<file path="config.mk">
export PLATFORM = sky130hd
export DESIGN_NAME = memory_bus_arbiter_flat
export DESIGN_NICKNAME = d
export VERILOG_FILES = /design/src/rtl/memory_bus_arbiter_pkg.sv /design/src/rtl/memory_bus_arbiter_if.sv /design/src/rtl/memory_bus_arbiter_wait_state_counter.sv /design/src/rtl/memory_bus_arbiter.sv /design/src/flat_wrapper.sv
export SDC_FILE = /design/constraint.sdc
export NUM_CORES = 1
export LEC_CHECK = 0
export CAP_MARGIN = 5
export CORE_ASPECT_RATIO = 1.25
export CORE_MARGIN = 10
export CORE_UTILIZATION = 47
export DETAILED_ROUTE_END_ITERATION = 16
export PLACE_DENSITY_LB_ADDON = 0.25
export SYNTH_ARGS = -nofsm -noshare
export SYNTH_HDL_FRONTEND = slang
export SYNTH_HIERARCHICAL = 1
export SYNTH_SLANG_ARGS = --single-unit
</file>
<file path="constraint.sdc">
create_clock -name clock -period 4.1 [get_ports clock]
set_input_delay 0.615 -clock clock [delete_from_list [all_inputs] [get_ports clock]]
set_output_delay 0.615 -clock clock [all_outputs]
set_load 0.02 [all_outputs]
</file>
<file path="src/rtl/memory_bus_arbiter_pkg.sv">
// arbiter_pkg: shared state/requester types and wait-counter width for memory_bus_arbiter.
package arbiter_pkg;
  typedef enum logic [1:0] {IDLE, ACCESS, RESPOND} arb_state_t;
  typedef enum logic {REQ_FETCH = 1'b0, REQ_DATA = 1'b1} req_id_t;
  localparam int WAIT_CNT_WIDTH = 4;
endpackage

</file>
<file path="src/rtl/memory_bus_arbiter_if.sv">
// memory_bus_arbiter_if: requester handshakes and RAM port; slave = arbiter side, master = core/RAM side.
interface memory_bus_arbiter_if #(
  parameter int ADDR_WIDTH = 8,
  parameter int DATA_WIDTH = 8
);
  logic                  halt;
  logic                  fetch_req;
  logic [ADDR_WIDTH-1:0] fetch_addr;
  logic                  fetch_grant;
  logic                  fetch_ready;
  logic [DATA_WIDTH-1:0] fetch_rdata;
  logic                  data_req;
  logic [ADDR_WIDTH-1:0] data_addr;
  logic                  data_we;
  logic [DATA_WIDTH-1:0] data_wdata;
  logic                  data_grant;
  logic                  data_ready;
  logic [DATA_WIDTH-1:0] data_rdata;
  logic [ADDR_WIDTH-1:0] mem_addr;
  logic                  mem_read_enable;
  logic                  mem_write_enable;
  logic [DATA_WIDTH-1:0] mem_wdata;
  logic [DATA_WIDTH-1:0] mem_rdata;
  modport slave (
    input  halt, fetch_req, fetch_addr, data_req, data_addr, data_we, data_wdata, mem_rdata,
    output fetch_grant, fetch_ready, fetch_rdata, data_grant, data_ready, data_rdata,
           mem_addr, mem_read_enable, mem_write_enable, mem_wdata
  );
  modport master (
    output halt, fetch_req, fetch_addr, data_req, data_addr, data_we, data_wdata, mem_rdata,
    input  fetch_grant, fetch_ready, fetch_rdata, data_grant, data_ready, data_rdata,
           mem_addr, mem_read_enable, mem_write_enable, mem_wdata
  );
endinterface

</file>
<file path="src/rtl/memory_bus_arbiter_wait_state_counter.sv">
// wait_state_counter: loadable down-counter that stops at zero and flags it.
module wait_state_counter
  import arbiter_pkg::*;
(
  input  logic                      clock,
  input  logic                      reset_n,
  input  logic                      load,
  input  logic                      dec,
  input  logic [WAIT_CNT_WIDTH-1:0] load_val,
  output logic                      zero
);
  logic [WAIT_CNT_WIDTH-1:0] cnt_q, cnt_d;
  always_comb begin
    cnt_d = load ? load_val : (dec && cnt_q != '0) ? cnt_q - 1'b1 : cnt_q;
  end
  always_ff @(posedge clock or negedge reset_n) begin
    if (!reset_n) cnt_q <= '0;
    else          cnt_q <= cnt_d;
  end
  assign zero = (cnt_q == '0);
endmodule

</file>
<file path="src/rtl/memory_bus_arbiter.sv">
// memory_bus_arbiter: round-robin fetch/data arbiter for a single-port RAM with fixed wait states.
// Define ARB_PERF_COUNTERS_EN to add saturating per-requester grant counters.
module memory_bus_arbiter
  import arbiter_pkg::*;
#(
  parameter int ADDR_WIDTH  = 8,
  parameter int DATA_WIDTH  = 8,
  parameter int WAIT_STATES = 1
) (
  input  logic clock,
  input  logic reset_n,
  memory_bus_arbiter_if.slave bus
`ifdef ARB_PERF_COUNTERS_EN
  ,
  output logic [15:0] fetch_grant_count,
  output logic [15:0] data_grant_count
`endif
);
  arb_state_t            state_q, state_d;
  req_id_t               owner_q, owner_d, last_owner_q, last_owner_d, pick;
  logic [ADDR_WIDTH-1:0] addr_q, addr_d;
  logic                  we_q, we_d;
  logic [DATA_WIDTH-1:0] wdata_q, wdata_d;
  logic [DATA_WIDTH-1:0] fetch_rdata_q, fetch_rdata_d, data_rdata_q, data_rdata_d;
  logic                  start, done, zero, in_access, is_data;
  always_comb begin
    start         = (state_q == IDLE) && !bus.halt && (bus.fetch_req || bus.data_req);
    done          = (state_q == ACCESS) && zero;
    // On a tie the requester that did not own the last access wins.
    pick          = (bus.fetch_req && bus.data_req) ? ((last_owner_q == REQ_FETCH) ? REQ_DATA : REQ_FETCH)
                  : (bus.data_req ? REQ_DATA : REQ_FETCH);
    state_d       = start ? ACCESS : done ? RESPOND : (state_q == RESPOND) ? IDLE : state_q;
    owner_d       = start ? pick : owner_q;
    last_owner_d  = (state_q == RESPOND) ? owner_q : last_owner_q;
    addr_d        = start ? ((pick == REQ_DATA) ? bus.data_addr : bus.fetch_addr) : addr_q;
    we_d          = start ? ((pick == REQ_DATA) && bus.data_we) : we_q;
    wdata_d       = start ? bus.data_wdata : wdata_q;
    fetch_rdata_d = (done && owner_q == REQ_FETCH) ? bus.mem_rdata : fetch_rdata_q;
    data_rdata_d  = (done && owner_q == REQ_DATA && !we_q) ? bus.mem_rdata : data_rdata_q;
  end
  always_ff @(posedge clock or negedge reset_n) begin
    if (!reset_n) begin
      state_q       <= IDLE;
      owner_q       <= REQ_FETCH;
      last_owner_q  <= REQ_DATA;
      addr_q        <= '0;
      we_q          <= 1'b0;
      wdata_q       <= '0;
      fetch_rdata_q <= '0;
      data_rdata_q  <= '0;
    end else begin
      state_q       <= state_d;
      owner_q       <= owner_d;
      last_owner_q  <= last_owner_d;
      addr_q        <= addr_d;
      we_q          <= we_d;
      wdata_q       <= wdata_d;
      fetch_rdata_q <= fetch_rdata_d;
      data_rdata_q  <= data_rdata_d;
    end
  end
  wait_state_counter u_wait (
    .clock    (clock),
    .reset_n  (reset_n),
    .load     (start),
    .dec      (state_q == ACCESS),
    .load_val (WAIT_CNT_WIDTH'(WAIT_STATES)),
    .zero     (zero)
  );
  // Outputs decode straight from state so reset clears them without a clock edge.
  assign in_access            = (state_q == ACCESS);
  assign is_data              = (owner_q == REQ_DATA);
  assign bus.fetch_grant      = in_access && !is_data;
  assign bus.data_grant       = in_access && is_data;
  assign bus.fetch_ready      = (state_q == RESPOND) && !is_data;
  assign bus.data_ready       = (state_q == RESPOND) && is_data;
  assign bus.fetch_rdata      = fetch_rdata_q;
  assign bus.data_rdata       = data_rdata_q;
  assign bus.mem_addr         = in_access ? addr_q : '0;
  assign bus.mem_read_enable  = in_access && !(is_data && we_q);
  assign bus.mem_write_enable = in_access && is_data && we_q;
  assign bus.mem_wdata        = (in_access && is_data && we_q) ? wdata_q : '0;
`ifdef ARB_PERF_COUNTERS_EN
  logic [15:0] fcnt_q, fcnt_d, dcnt_q, dcnt_d;
  always_comb begin
    fcnt_d = (start && pick == REQ_FETCH && fcnt_q != 16'hFFFF) ? fcnt_q + 16'd1 : fcnt_q;
    dcnt_d = (start && pick == REQ_DATA && dcnt_q != 16'hFFFF) ? dcnt_q + 16'd1 : dcnt_q;
  end
  always_ff @(posedge clock or negedge reset_n) begin
    if (!reset_n) begin
      fcnt_q <= '0;
      dcnt_q <= '0;
    end else begin
      fcnt_q <= fcnt_d;
      dcnt_q <= dcnt_d;
    end
  end
  assign fetch_grant_count = fcnt_q;
  assign data_grant_count  = dcnt_q;
`endif
endmodule

</file>
<file path="src/flat_wrapper.sv">
// flat-port wrapper written by rule: the top's interface ports become plain ports
module memory_bus_arbiter_flat import arbiter_pkg::*;
#(
  parameter int ADDR_WIDTH  = 8,
  parameter int DATA_WIDTH  = 8,
  parameter int WAIT_STATES = 1
)
  (clock, reset_n, bus_halt, bus_fetch_req, bus_fetch_addr, bus_data_req, bus_data_addr, bus_data_we, bus_data_wdata, bus_mem_rdata, bus_fetch_grant, bus_fetch_ready, bus_fetch_rdata, bus_data_grant, bus_data_ready, bus_data_rdata, bus_mem_addr, bus_mem_read_enable, bus_mem_write_enable, bus_mem_wdata);
  memory_bus_arbiter_if #(.ADDR_WIDTH(ADDR_WIDTH), .DATA_WIDTH(DATA_WIDTH)) bus_i ();
  input  logic clock;
  input  logic reset_n;
  input wire logic [$bits(bus_i.halt)-1:0] bus_halt;
  input wire logic [$bits(bus_i.fetch_req)-1:0] bus_fetch_req;
  input wire logic [$bits(bus_i.fetch_addr)-1:0] bus_fetch_addr;
  input wire logic [$bits(bus_i.data_req)-1:0] bus_data_req;
  input wire logic [$bits(bus_i.data_addr)-1:0] bus_data_addr;
  input wire logic [$bits(bus_i.data_we)-1:0] bus_data_we;
  input wire logic [$bits(bus_i.data_wdata)-1:0] bus_data_wdata;
  input wire logic [$bits(bus_i.mem_rdata)-1:0] bus_mem_rdata;
  output wire logic [$bits(bus_i.fetch_grant)-1:0] bus_fetch_grant;
  output wire logic [$bits(bus_i.fetch_ready)-1:0] bus_fetch_ready;
  output wire logic [$bits(bus_i.fetch_rdata)-1:0] bus_fetch_rdata;
  output wire logic [$bits(bus_i.data_grant)-1:0] bus_data_grant;
  output wire logic [$bits(bus_i.data_ready)-1:0] bus_data_ready;
  output wire logic [$bits(bus_i.data_rdata)-1:0] bus_data_rdata;
  output wire logic [$bits(bus_i.mem_addr)-1:0] bus_mem_addr;
  output wire logic [$bits(bus_i.mem_read_enable)-1:0] bus_mem_read_enable;
  output wire logic [$bits(bus_i.mem_write_enable)-1:0] bus_mem_write_enable;
  output wire logic [$bits(bus_i.mem_wdata)-1:0] bus_mem_wdata;
  assign bus_i.halt = bus_halt;
  assign bus_i.fetch_req = bus_fetch_req;
  assign bus_i.fetch_addr = bus_fetch_addr;
  assign bus_i.data_req = bus_data_req;
  assign bus_i.data_addr = bus_data_addr;
  assign bus_i.data_we = bus_data_we;
  assign bus_i.data_wdata = bus_data_wdata;
  assign bus_i.mem_rdata = bus_mem_rdata;
  assign bus_fetch_grant = bus_i.fetch_grant;
  assign bus_fetch_ready = bus_i.fetch_ready;
  assign bus_fetch_rdata = bus_i.fetch_rdata;
  assign bus_data_grant = bus_i.data_grant;
  assign bus_data_ready = bus_i.data_ready;
  assign bus_data_rdata = bus_i.data_rdata;
  assign bus_mem_addr = bus_i.mem_addr;
  assign bus_mem_read_enable = bus_i.mem_read_enable;
  assign bus_mem_write_enable = bus_i.mem_write_enable;
  assign bus_mem_wdata = bus_i.mem_wdata;
  memory_bus_arbiter #(.ADDR_WIDTH(ADDR_WIDTH), .DATA_WIDTH(DATA_WIDTH), .WAIT_STATES(WAIT_STATES)) u_core (.clock(clock), .reset_n(reset_n), .bus(bus_i));
endmodule
</file>
==> metrics.txt <==
status=finished, final reports clean; io pins=between 70 and 80; arrival time worst endpoint=2.10 ns; Cell variety after synth=43; VDD IR-drop max=between 0.4 and 0.5 mV; IO buf count=75; vias=roughly 1.5k; placement row count=26; Switch Pwr=around 800 uW; Global Route Usage Sum=0.143; vias in the first global route=1619; reg2reg start=u_core/state_q[0]$_DFFE_PN0P_; R2R cell count=5; Worst Tran Pin Value=between 0.9 and 1 ns; first-pass GRT wire length=roughly 8.4 mm; RSZ-0062 raised after global routing=false; critical path type=reg -> out; Seq cells post-synth=between 40 and 50; crit path time final=roughly 2.7 ns; HP Class=in -> async; Avg Inst Size Synth=around 13 um2; final setup TNS=0 ns; Reg2Reg Capture Point=u_core/u_wait/cnt_q[3]$_DFFE_PN0P_; share of flip-flops with an asynchronous set or reset=1.00; RePlAce Congestion=around 0.70; area share of fa/ha/maj cells after synthesis=0.00629; flop2flop setup slack=roughly 1.9 ns; wire length on met3=between 400 and 500 um; initial antenna violation count=0; Synth Area in Compound Gates=0.134; Post-CTS Resized=0; DR iter-0 viols=64; total global routing overflow=0; CP endpoint kind=output port; die height=approximately 93 um; Post-CTS Setup Inserts=0; Via-to-Cell Ratio=approximately 5.2; layout cells sized above 1=0.153; CP max stage delay=0.62 ns; max-slew violation count=0; M1 wire length=2.13 mm; Pint=about 1400 uW; # diodes=0; post-DP HPWL=roughly 3.8 mm; wire per inst=between 15 and 20 um; critical path cell sequence=nand2b_4, nor3_2, and2_1, clkdlybuf4s50_1; commonest non-fill, non-tap cell in the layout=clkdlybuf4s50_1; drt pass-1 iters=4; crit start category=flip-flop; slowest stage cell on the critical path=clkdlybuf4s50_1; largest family of logic cells by synthesized area=multiplexers; DRT Wirelength=approximately 5 mm; Clock transition at path regs=roughly 0.08 ns; fillers=around 330; CTS root buf=clkbuf_8; H-tree Lvls=2; chip width=78.2 um; Mapped Area=1990 um2; Power Dens Cells=around 790 nW/um2; simple-gate share of the synthesized area=0.140; CTS tree=yes; Final Skew=0.00509 ns; maximum clock path buffer count=2; Final nets=about 270; Synth Instances=159; top layer in use=met4; Core ar.=4100 um2; Max Cap Violations=0; worst skew pair latency=roughly 0.3 ns; Reg power frac=0.319; register area=1030 um2; area of the multi-input gates=873 um2; Hold Buf Count CTS=0; Comb pwr share=0.512; Required @ worst endpoint=between 3 and 4 ns; total die area=about 7200 um2; Synth-to-Final Area Change=45.2%; synth top area cells=dfrtp_1 (50%), mux2_4 (6.0%), and2_1 (5.0%); dominant cell type by area after synthesis=dfrtp_1; Pwr Total=between 2000 and 2500 uW; net switching fraction of the power=0.362; Critical Path Fanout Max=9; clk sinks=between 40 and 50; crit path buf inv count=1; sequential area share after synthesis=0.517; Post-synth EDFFs=0; worst setup path start=u_core/state_q[1]$_DFFE_PN0P_; yosys warns=6; Fin. Hold Viols=0; final setup fails=0; mux contribution to synthesized area=0.151; pin count of the biggest net entering global routing=42; met2 wire len=~2.5 mm; Starting Density=0.485; Routed Antenna Nets=0; Worst slew margin=0.334; xor and xnor area share after synthesis=0; most frequent cells in the layout=clkdlybuf4s50_1 (74), dfrtp_1 (40), and2_1 (16); Final period util=0.663; ys flop type=dfrtp_1; clock buffer count from CTS=5; Achievable Freq=approximately 0.37 GHz; leakage dissipation=approximately 0.0012 uW; DRC viols=0; cell family with most CP delay=simple AND/OR/NAND/NOR gates; top-area cell type share of the netlist area=0.503; Clk pwr share=0.169; Setup crit end=bus_mem_wdata[2]; WP depth=4
[metrics by stage]
step | cells | worst slack, ns | util | area [um2] | hold slack [ns]
floorplan | 161 | 2.18 | - | 2000 | 0.319
global placement | 284 | 1.37 | 0.672 | 2750 | 0.466
detailed placement | 284 | 1.34 | 0.672 | 2750 | 0.474
CTS | 292 | 1.34 | 0.705 | 2890 | 0.476
global route | 292 | 1.20 | 0.705 | 2890 | 0.505
finish | 292 | 1.38 | 0.705 | 2890 | 0.440
[synthesized netlist by cell type, types with 3 or more instances]
| cell | number |
|---|---|
| buf_6 | 3 |
| dfrtp_1 | 40 |
| clkbuf_1 | 3 |
| mux2_4 | 8 |
| o21ai_0 | 3 |
| inv_1 | 6 |
| o32ai_1 | 8 |
| nand2_1 | 4 |
| o21a_1 | 3 |
| nor2_1 | 4 |
| a2bb2oi_1 | 8 |
| mux2_1 | 8 |
| and2_1 | 16 |
| mux2_2 | 8 |
[kinds of logic after synthesis]
group / Yosys count
AO/OA/AOI/OAI: 33
multiplexers: 24
flip-flops: 41
adder cells (fa/ha/maj): 1
other: 2
buffers and inverters: 17
AND/OR/NAND/NOR: 41
[flip-flops by register name, indices dropped and copies added (netlist names)]
register	flops
u_core/addr_q	8
u_core/is_data	1
u_core/bus.data_rdata	8
u_core/state_q	2
u_core/last_owner_q	1
u_core/wdata_q	8
u_core/u_wait/cnt_q	4
u_core/bus.fetch_rdata	8
u_core/we_q	1
[area by class of cell]
| class | instances | share of cell area |
|---|---|---|
| inverter | 8 | 0.0104 |
| tap | 56 | 0.0243 |
| timing repair buffer | 76 | 0.261 |
| sequential | 41 | 0.356 |
| clock buffer | 5 | 0.0238 |
| multi-input combinational | 103 | 0.302 |
| clock inverter | 3 | 0.0225 |
[how the worst min path moves through the flow]
stage               cells past startpoint                            startpoint                                    end
floorplan                               0                               reset_n           u_core/addr_q[0]$_DFFE_PN0P_
global placement                        1  u_core/bus.data_rdata[7]$_DFFE_PN0P_   u_core/bus.data_rdata[7]$_DFFE_PN0P_
detailed placement                      1  u_core/bus.data_rdata[6]$_DFFE_PN0P_   u_core/bus.data_rdata[6]$_DFFE_PN0P_
CTS                                     1                               reset_n     u_core/u_wait/cnt_q[1]$_DFFE_PN0P_
global route                            1                               reset_n  u_core/bus.fetch_rdata[0]$_DFFE_PN0P_
finish                                  1                               reset_n     u_core/u_wait/cnt_q[0]$_DFFE_PN0P_
[layer usage]
metal | up-vias | GRT usage
met5 | - | 0
met4 | 0 | 0.0479
met3 | 7 | 0.0658
met2 | 57 | 0.235
met1 | 725 | 0.161
li1 | 715 | -
[power groups by stage]
stage | Sequential (uW) | Combinational (uW) | Clock, uW
finish | 725 | 1160 | 383
global route | 753 | 1260 | 411
global placement | 721 | 1150 | 0
detailed placement | 731 | 1170 | 0
floorplan | 788 | 633 | 0
CTS | 726 | 1180 | 392
[worst register-to-register path, cell delays in order, from the launching register on]
cell and delay [ns]:
dfrtp_1 0.45, nor3_2 0.17, buf_4 0.21, o21a_1 0.82, nor3_1 0.12, a221o_1 0.35
Note: power is estimated with default switching activity, not from simulation.
